--- config.mk ---
export PLATFORM = sky130hd
export DESIGN_NAME = eu_multicycle_ctrl
export DESIGN_NICKNAME = d
export VERILOG_FILES = /design/src/rtl/eu_ctrl_pkg.sv /design/src/rtl/eu_ext_sel_decode.sv /design/src/rtl/eu_multicycle_ctrl.sv
export SDC_FILE = /design/constraint.sdc
export NUM_CORES = 1
export LEC_CHECK = 0
export BUFFER_PORTS_ARGS = -buffer_cell sky130_fd_sc_hd__clkbuf_2
export CAP_MARGIN = 25
export CORE_MARGIN = 2
export CORE_UTILIZATION = 40
export CTS_CLUSTER_SIZE = 8
export DETAILED_ROUTE_END_ITERATION = 16
export HOLD_SLACK_MARGIN = 0.03
export PLACE_DENSITY_LB_ADDON = 0.3
export SYNTH_ARGS = -nofsm -noshare
export SYNTH_HDL_FRONTEND = slang
export SYNTH_SLANG_ARGS = --single-unit
--- constraint.sdc ---
create_clock -name clk -period 2.07 [get_ports clk]
set_input_delay 0.3105 -clock clk [delete_from_list [all_inputs] [get_ports clk]]
set_output_delay 0.3105 -clock clk [all_outputs]
set_load 0.02 [all_outputs]
--- src/rtl/eu_ctrl_pkg.sv ---
// Purpose: shared encodings for the execution-unit multicycle controller.
// Latency: n/a (types and constants only).
// Backpressure: n/a.
package eu_ctrl_pkg;

    // FSM state encoding (4 bits)
    typedef enum logic [3:0] {
        S_IDLE   = 4'd0,
        S_FETCH  = 4'd1,
        S_DECODE = 4'd2,
        S_RX     = 4'd3,
        S_RWB    = 4'd4,
        S_IX     = 4'd5,
        S_IWB    = 4'd6,
        S_ADDR   = 4'd7,
        S_MEM    = 4'd8,
        S_LWB    = 4'd9,
        S_BR     = 4'd10,
        S_JMP    = 4'd11,
        S_HALT   = 4'd12
    } state_t;

    // Opcodes (IR[31:26])
    localparam logic [5:0] OP_RTYPE = 6'h00;
    localparam logic [5:0] OP_J     = 6'h02;
    localparam logic [5:0] OP_BEQ   = 6'h04;
    localparam logic [5:0] OP_BNE   = 6'h05;
    localparam logic [5:0] OP_ADDI  = 6'h08;
    localparam logic [5:0] OP_SLTI  = 6'h0A;
    localparam logic [5:0] OP_ANDI  = 6'h0C;
    localparam logic [5:0] OP_ORI   = 6'h0D;
    localparam logic [5:0] OP_XORI  = 6'h0E;
    localparam logic [5:0] OP_LUI   = 6'h0F;
    localparam logic [5:0] OP_LW    = 6'h23;
    localparam logic [5:0] OP_SW    = 6'h2B;

    // Immediate-extend select
    localparam logic [1:0] EXT_SIGN  = 2'd0;
    localparam logic [1:0] EXT_ZERO  = 2'd1;
    localparam logic [1:0] EXT_UPPER = 2'd2;

    // ALU operation select
    localparam logic [1:0] ALU_ADD   = 2'd0;
    localparam logic [1:0] ALU_SUB   = 2'd1;
    localparam logic [1:0] ALU_FUNCT = 2'd2;
    localparam logic [1:0] ALU_OPC   = 2'd3;

    // PC source select
    localparam logic [1:0] PCS_ALU    = 2'd0;
    localparam logic [1:0] PCS_ALUOUT = 2'd1;
    localparam logic [1:0] PCS_JUMP   = 2'd2;

    // ALU operand B select
    localparam logic [1:0] SRCB_B      = 2'd0;
    localparam logic [1:0] SRCB_FOUR   = 2'd1;
    localparam logic [1:0] SRCB_IMM    = 2'd2;
    localparam logic [1:0] SRCB_IMM_SH = 2'd3;

    // Register-immediate ALU instructions (executed through S_IX)
    function automatic logic is_imm_op(input logic [5:0] op);
        return (op == OP_ADDI) || (op == OP_SLTI) || (op == OP_ANDI) ||
               (op == OP_ORI)  || (op == OP_XORI) || (op == OP_LUI);
    endfunction

endpackage

--- src/rtl/eu_ext_sel_decode.sv ---
// Purpose: maps an opcode to its immediate-extend mode; valid=0 means "keep previous".
// Latency: combinational.
// Backpressure: none.
// Ports: opcode in; ext_sel, ext_sel_valid out.
module eu_ext_sel_decode
    import eu_ctrl_pkg::*;
(
    input  logic [5:0] opcode,
    output logic [1:0] ext_sel,
    output logic       ext_sel_valid
);

    always_comb begin
        ext_sel       = EXT_SIGN;
        ext_sel_valid = 1'b0;
        case (opcode)
            OP_ADDI, OP_SLTI, OP_LW, OP_SW, OP_BEQ, OP_BNE: begin
                ext_sel       = EXT_SIGN;
                ext_sel_valid = 1'b1;
            end
            OP_ANDI, OP_ORI, OP_XORI: begin
                ext_sel       = EXT_ZERO;
                ext_sel_valid = 1'b1;
            end
            OP_LUI: begin
                ext_sel       = EXT_UPPER;
                ext_sel_valid = 1'b1;
            end
            default: begin
                ext_sel       = EXT_SIGN;
                ext_sel_valid = 1'b0;
            end
        endcase
    end

endmodule

--- src/rtl/eu_multicycle_ctrl.sv ---
// Purpose: multicycle fetch/decode/execute/mem/writeback control FSM for the EU datapath;
//          owns the single memory port (req/ack) and the registered immediate-extend select.
// Latency: R/imm 4, beq/bne/j 3, sw 4, lw 5 cycles (ack in first request cycle); Mem_Req held until Mem_Ack.
// Ports: clk, reset_n (async low); Opcode/Funct/ALU_Zero/Mem_Ack in; datapath selects/enables,
//        Mem_Req/Mem_Wr, Halted out. Optional macro PERF_CNT_EN adds Retired[CNT_W-1:0].
module eu_multicycle_ctrl
    import eu_ctrl_pkg::*;
#(
    parameter logic [1:0] RESET_PC_SEL = 2'd0,
    parameter int         CNT_W        = 32
) (
    input  logic       clk,
    input  logic       reset_n,
    input  logic [5:0] Opcode,
    input  logic [5:0] Funct,
    input  logic       ALU_Zero,
    input  logic       Mem_Ack,
    output logic       Mem_Req,
    output logic       Mem_Wr,
    output logic       IorD,
    output logic       IR_Wr,
    output logic       PC_Wr,
    output logic       PC_WrCond,
    output logic [1:0] PC_Src,
    output logic       ALU_SrcA,
    output logic [1:0] ALU_SrcB,
    output logic [1:0] ALU_Op,
    output logic [1:0] Ext_Sel,
    output logic       Reg_Wr,
    output logic       Reg_Dst,
    output logic       MemToReg,
    output logic       Halted
`ifdef PERF_CNT_EN
    ,
    output logic [CNT_W-1:0] Retired
`endif
);

    state_t     state_q, state_d;
    logic [1:0] ext_sel_q;
    logic [1:0] ext_dec;
    logic       ext_dec_vld;

    // Funct goes straight to the ALU control block; the FSM never inspects it.
    logic funct_unused;
    assign funct_unused = ^Funct;

    eu_ext_sel_decode u_ext_dec (
        .opcode        (Opcode),
        .ext_sel       (ext_dec),
        .ext_sel_valid (ext_dec_vld)
    );

    always_ff @(posedge clk or negedge reset_n) begin
        if (!reset_n) begin
            state_q   <= S_IDLE;
            ext_sel_q <= EXT_SIGN;
        end else begin
            state_q <= state_d;
            // Opcodes without an immediate leave the previous extend mode in place.
            if (state_q == S_DECODE && ext_dec_vld) begin
                ext_sel_q <= ext_dec;
            end
        end
    end

    assign Ext_Sel = ext_sel_q;

    // Next-state logic
    always_comb begin
        state_d = state_q;
        case (state_q)
            S_IDLE:  state_d = S_FETCH;
            S_FETCH: if (Mem_Ack) state_d = S_DECODE;
            S_DECODE: begin
                if (Opcode == OP_RTYPE)                       state_d = S_RX;
                else if (is_imm_op(Opcode))                   state_d = S_IX;
                else if (Opcode == OP_LW || Opcode == OP_SW)  state_d = S_ADDR;
                else if (Opcode == OP_BEQ || Opcode == OP_BNE) state_d = S_BR;
                else if (Opcode == OP_J)                      state_d = S_JMP;
                else                                          state_d = S_HALT;
            end
            S_RX:   state_d = S_RWB;
            S_RWB:  state_d = S_FETCH;
            S_IX:   state_d = S_IWB;
            S_IWB:  state_d = S_FETCH;
            S_ADDR: state_d = S_MEM;
            S_MEM: begin
                if (Mem_Ack) state_d = (Opcode == OP_SW) ? S_FETCH : S_LWB;
            end
            S_LWB:  state_d = S_FETCH;
            S_BR:   state_d = S_FETCH;
            S_JMP:  state_d = S_FETCH;
            S_HALT: state_d = S_HALT;
            default: state_d = S_HALT;
        endcase
    end

    // Moore outputs (IR_Wr/PC_Wr in fetch and PC_WrCond in branch also look at inputs)
    always_comb begin
        Mem_Req   = 1'b0;
        Mem_Wr    = 1'b0;
        IorD      = 1'b0;
        IR_Wr     = 1'b0;
        PC_Wr     = 1'b0;
        PC_WrCond = 1'b0;
        PC_Src    = PCS_ALU;
        ALU_SrcA  = 1'b0;
        ALU_SrcB  = SRCB_B;
        ALU_Op    = ALU_ADD;
        Reg_Wr    = 1'b0;
        Reg_Dst   = 1'b0;
        MemToReg  = 1'b0;
        Halted    = 1'b0;
        case (state_q)
            S_IDLE: PC_Src = RESET_PC_SEL;
            S_FETCH: begin
                Mem_Req  = 1'b1;
                IorD     = 1'b0;
                ALU_SrcA = 1'b0;
                ALU_SrcB = SRCB_FOUR;
                ALU_Op   = ALU_ADD;
                // Latch IR and advance PC only in the cycle the fetch completes.
                if (Mem_Ack) begin
                    IR_Wr  = 1'b1;
                    PC_Wr  = 1'b1;
                    PC_Src = PCS_ALU;
                end
            end
            S_DECODE: begin
                ALU_SrcA = 1'b0;
                ALU_SrcB = SRCB_IMM_SH;
            end
            S_RX: begin
                ALU_SrcA = 1'b1;
                ALU_SrcB = SRCB_B;
                ALU_Op   = ALU_FUNCT;
            end
            S_RWB: begin
                Reg_Wr  = 1'b1;
                Reg_Dst = 1'b1;
            end
            S_IX: begin
                ALU_SrcA = 1'b1;
                ALU_SrcB = SRCB_IMM;
                ALU_Op   = ALU_OPC;
            end
            S_IWB: Reg_Wr = 1'b1;
            S_ADDR: begin
                ALU_SrcA = 1'b1;
                ALU_SrcB = SRCB_IMM;
                ALU_Op   = ALU_ADD;
            end
            S_MEM: begin
                Mem_Req = 1'b1;
                IorD    = 1'b1;
                Mem_Wr  = (Opcode == OP_SW);
            end
            S_LWB: begin
                Reg_Wr   = 1'b1;
                MemToReg = 1'b1;
            end
            S_BR: begin
                ALU_SrcA  = 1'b1;
                ALU_SrcB  = SRCB_B;
                ALU_Op    = ALU_SUB;
                PC_Src    = PCS_ALUOUT;
                PC_WrCond = (Opcode == OP_BEQ) ? ALU_Zero : ~ALU_Zero;
            end
            S_JMP: begin
                PC_Wr  = 1'b1;
                PC_Src = PCS_JUMP;
            end
            S_HALT: Halted = 1'b1;
            default: Halted = 1'b1;
        endcase
    end

`ifdef PERF_CNT_EN
    // One count per completed instruction: any entry into fetch except the
    // first one out of idle. Halt never re-enters fetch, so the count freezes there.
    logic retire_evt;
    assign retire_evt = (state_d == S_FETCH) && (state_q != S_FETCH) && (state_q != S_IDLE);

    always_ff @(posedge clk or negedge reset_n) begin
        if (!reset_n) begin
            Retired <= '0;
        end else if (retire_evt) begin
            Retired <= Retired + 1'b1;
        end
    end
`else
    localparam int cnt_w_unused = CNT_W;
`endif

endmodule

; ---- After elaboration in Yosys (flattened, before gate mapping)
; Cells that the tools add are included.
[word_totals]
regBits = 6
wordCells = 73
[op_classes]
eq_ne = 24
n_mux = 27
bitwise_logic = 1
reduce_logical = 19
[ops]
columns = cell, count
row1 = $eq A6 B4 Y1 const B, 6
row2 = $pmux W4 S7, 1
row3 = $mux W4, 6
row4 = $eq A4 B3 Y1 const B, 4
row5 = $eq A4 B4 Y1 const B, 4
row6 = $mux W1, 13
row7 = $eq A6 B3 Y1 const B, 2
row8 = $eq A6 B6 Y1 const B, 2
row9 = $pmux W2 S3, 2
row10 = $reduce_or A12 Y1, 1
row11 = $reduce_or A10 Y1, 1
row12 = $eq A4 B2 Y1 const B, 2
row13 = $pmux W2 S2, 2
row14 = $logic_or A1 B1 Y1, 7
row15 = $eq A6 B2 Y1 const B, 1
row16 = $logic_not A6 Y1, 1
row17 = $mux W3, 2
row18 = $reduce_or A3 Y1, 2
row19 = $reduce_or A6 Y1, 1
row20 = $eq A4 B1 Y1 const B, 1
row21 = $logic_not A4 Y1, 1
row22 = $ne A2 B2 Y1 const B, 2
row23 = $reduce_or A2 Y1, 2
row24 = $reduce_or A4 Y1, 1
row25 = 4 further kinds, 4

; ---- Logic depth before layout (Yosys ltp)
[depth]
depth_word = 9
depth_mapped = 6
ltp_nobuf = 5

; ---- Cells and area by module
; A second synthesis with hierarchy kept.
[hier_totals]
cells_unflattened = 87
hier_area_um2 = 655.6
[modules_own_cells]
columns = module, n_inst, cells_per_inst, area_per_inst_um2
row1 = eu_multicycle_ctrl, 1, 77, 596.8
row2 = eu_ext_sel_decode, 1, 10, 58.8

; ---- Least setup slack after synthesis
; Ideal clock, no wire load.
[synth_timing]
path_kind = reg-to-output
start = register state_q[0]
end = output port PC_Wr
arrival_time_ns = 1.597
path_slack_ns = 0.163
stages_incl_launch_ff = 5
cell_sequence = dfrtp_1 > buf_2 > nand2b_1 > nor4_1 > or2_2
[synth_between]
elab_chain_cells = 2
elab_cells_between_ends = 3
classes_between = 2 x eq/ne / 1 x mux
[synth_lines]
columns = item, line
row1 = "start, declared", eu_multicycle_ctrl.sv:39  ; state_t state_q, state_d;
row2 = "start signal, assigned", eu_multicycle_ctrl.sv:59  ; state_q <= state_d;
row3 = $eq A4 B4 Y1 or $eq A4 B1 Y1 (tied branches), eu_multicycle_ctrl.sv:115  ; case (state_q)
row4 = $pmux W1 S2 (*), eu_multicycle_ctrl.sv:115
row5 = "end, declared", eu_multicycle_ctrl.sv:22  ; output logic PC_Wr,
; Mark *: on every way between the ends. The rest lies on a longest branch, timed or not.

; ---- Worst setup path after layout
[layout_timing]
start = register state_q[2]
end = output port PC_Wr
; The elaborated chain is that of the path after synthesis.

==> summary.md <==
| Metric | Value |
|---|---|
| Clock buffer depth | `2` |
| Starting Density | `0.442` |
| Cells after Synth | `99` |
| Clock Skew | `0.000251 ns` |
| Final Power | `between 1 and 1.5 mW` |
| Startpoint types | `register` |
| Clk slew on worst S/H paths | `0.04 ns` |
| Required time of the critical path | `around 1.8 ns` |
| Synth-to-layout area growth | `25.6%` |
| Wirelength per Cell | `between 10 and 15 µm` |
| Leak pwr | `0.434 nW` |
| Final net count | `143` |
| Number of placement rows | `14` |
| First DRT Iteration DRCs | `13` |
| Yosys warnings | `0` |
| Total GRT Usage | `0.185` |
| Sw Share | `0.524` |
| Fmax | `517 MHz` |
| Mapped Nets | `115` |
| Global-route wire length before repair | `2.86 mm` |
| Post-placement setup slack | `~0.31 ns` |
| Post-synth EDFFs | `0` |
| Final Cycle Share | `0.934` |
| Final Util | `0.555` |
| Grt ovf | `0` |
| Clock root buffer | `clkbuf_4` |
| Crit. End Element | `output port` |
| Critical Path AT | `roughly 1.6 ns` |
| CP Cell Sequence | `nor2b_1 > and3_1 > or2_2 > clkbuf_2` |
| Max-slew headroom | `0.688` |
| Combinational power share | `0.678` |
| Filler Cells Inserted | `~170` |
| Flop pwr share | `0.225` |
| Synth async-reset ratio | `1.00` |
| Num Clock Sinks | `6` |
| Crit Path Class | `register to output port` |
| NetSw | `between 500 and 600 µW` |
| Final Hold Fails | `0` |
| Max-cap check violation count | `0` |
| Ant diodes | `0` |
| Yosys cell types | `36` |
| TritonRoute pass-1 iters | `4` |
| Worst vdd ir | `0.718 mV` |
| CTS tree | `yes` |
| Hold slack | `0.424 ns` |
| Sequential element share of the synthesized area | `0.218` |
| IO Count | `35` |
| Clock power share | `0.097` |
| PnR worst setup slack | `approximately 0.14 ns` |
| Main synth FF type | `dfrtp_1` |
| Pins Over Slew Limit | `0` |
| Post-Route WL | `1.67 mm` |
| Slew @ Worst Pin | `0.468 ns` |
| Syn Area/Cell | `approximately 7.0 µm²` |
| Finish-stage setup viols | `0` |
| Worst min path class | `input pin to async pin` |
| CP bufs+invs | `1` |
| R2r startpoint | `state_q[2]` |
| Worst Setup SP | `state_q[2]` |
| # port buffers | `28` |
| Die area | `about 0.0021 mm²` |
| Setup TNS Final | `0 ns` |
| Minimum clock period after layout | `1.93 ns` |
| CORE AREA | `0.00156 mm²` |
| Worst skew pair latency | `0.24 ns` |
| TritonCTS Buffers | `3` |
| Die W | `roughly 46 µm` |
| Status | `complete, no violations` |
| H-Tree Depth | `1` |
| Post-CTS Setup Inserts | `0` |
| DRC | `0` |
| Crit path max fanout | `17` |
| Initial antenna violation count | `0` |
| Pwr Density | `~1200 mW/mm²` |
| CP peak stage delay | `between 0.6 and 0.7 ns` |
| Largest net degree at the start of global routing | `18` |
| Vias in the first global route | `694` |
| RSZ-0062 raised after global routing | `no` |
| Post-Syn Area | `slightly below 700 µm²` |
| Critical Path Slowest Stage Cell | `dfrtp_1` |
| Post-DP HPWL | `1.32 mm` |
| CP delay by family, top | `flip-flops` |
| Die Span Y | `45.5 µm` |
| Share of cells above drive strength 1 | `0.312` |
| Cell internal pwr | `503 µW` |
| Worst path depth | `4` |
| Post-route ant nets | `0` |
| Synthesis-stage register bit count | `6` |
| Vias per cell | `around 5.6` |
| Vias | `roughly 800` |
| Worst reg-to-reg path cell count | `4` |
| RD Place Congestion | `0.771` |
-- path summary, 6_finish.rpt --
kind,end,slack (ns)
hold / removal,state_q[1],0.42
setup / recovery,PC_Wr,0.14
min in group clk,state_q[1],0.43
hold reg to reg,Ext_Sel[1],0.50
setup reg to reg,Ext_Sel[0],0.29
max in group asynchronous,Ext_Sel[1],1.51
-- state kept, by name, indices dropped and copies added, names as in the netlist --
name	cells
Ext_Sel	2
state_q	4
-- layout make-up --
type,count,area [µm²],area share
clock buffer,3,22.5,0.0260
inverter,5,18.8,0.0217
tap,16,20.0,0.0231
multi-input combinational,79,482,0.556
sequential,6,150,0.173
timing repair buffer,32,173,0.199
-- cell usage in the layout (no fill, tap or decap), types with 2 or more instances in the layout --
cell      Yosys  final
clkbuf_2      0     28
nor2_1       14     14
nor3_1        7      7
dfrtp_1       6      6
nand2_1       6      6
nand2b_1      6      6
inv_1         5      5
o21ai_0       5      5
a21oi_1       5      5
xnor2_1       3      3
nor4_1        3      3
a31oi_1       3      3
clkbuf_4      0      3
buf_4         0      3
nor2b_1       2      2
nand3b_1      2      2
and2_1        2      2
o21ai_1       2      2
mux2_1        2      2
-- metal layers --
metal / up-vias / track usage / wire length (µm)
met5: - / 0 / 0
met3: 2 / 0.0317 / 86
li1: 404 / - / -
met4: 0 / 0.0824 / 15
met1: 355 / 0.239 / 757
met2: 22 / 0.299 / 808
-- power by group through the flow --
stage	clock network, mW	registers, mW	logic (mW)
after floorplan	0	0.188	0.556
after global placement	0	0.237	0.700
after detailed placement	0	0.240	0.716
after CTS	0.108	0.238	0.719
after global routing	0.117	0.253	0.795
final	0.103	0.238	0.716
-- kinds of logic after synthesis --
kind of cell,count (synthesis),share of synthesized area
AO/OA/AOI/OAI,23,0.214
multiplexers,3,0.0472
XOR/XNOR,3,0.0381
buffers and inverters,14,0.0835
flip-flops,6,0.218
AND/OR/NAND/NOR,50,0.399
-- Yosys cell counts (2+ instances only) --
cell type	number	area [µm²]
xnor2_1	3	26.3
mux2_1	2	22.5
a21oi_1	5	25.0
nor3_1	7	35.0
clkbuf_1	4	15.0
dfrtp_1	6	150
inv_1	5	18.8
buf_2	4	20.0
o21ai_0	5	25.0
and2_1	2	12.5
o21ai_1	2	10.0
nand2b_1	6	37.5
nor2_1	14	52.6
nand2_1	6	22.5
nor4_1	3	18.8
nand3b_1	2	15.0
nor2b_1	2	12.5
a31oi_1	3	18.8
-- stage by stage --
step / instances / instance area (µm²)
final: 141 / 866
after global routing: 141 / 866
after CTS: 141 / 866
after detailed placement: 137 / 833
after global placement: 137 / 833
after floorplan: 99 / 689
-- repair_timing --
| item | in CTS | in global routing |
|---|---|---|
| hold endpoints to repair | 6 | 0 |
| hold buffers | 1 | 0 |
| resized for setup | 0 | 0 |
(Power assumes the default switching activity.)
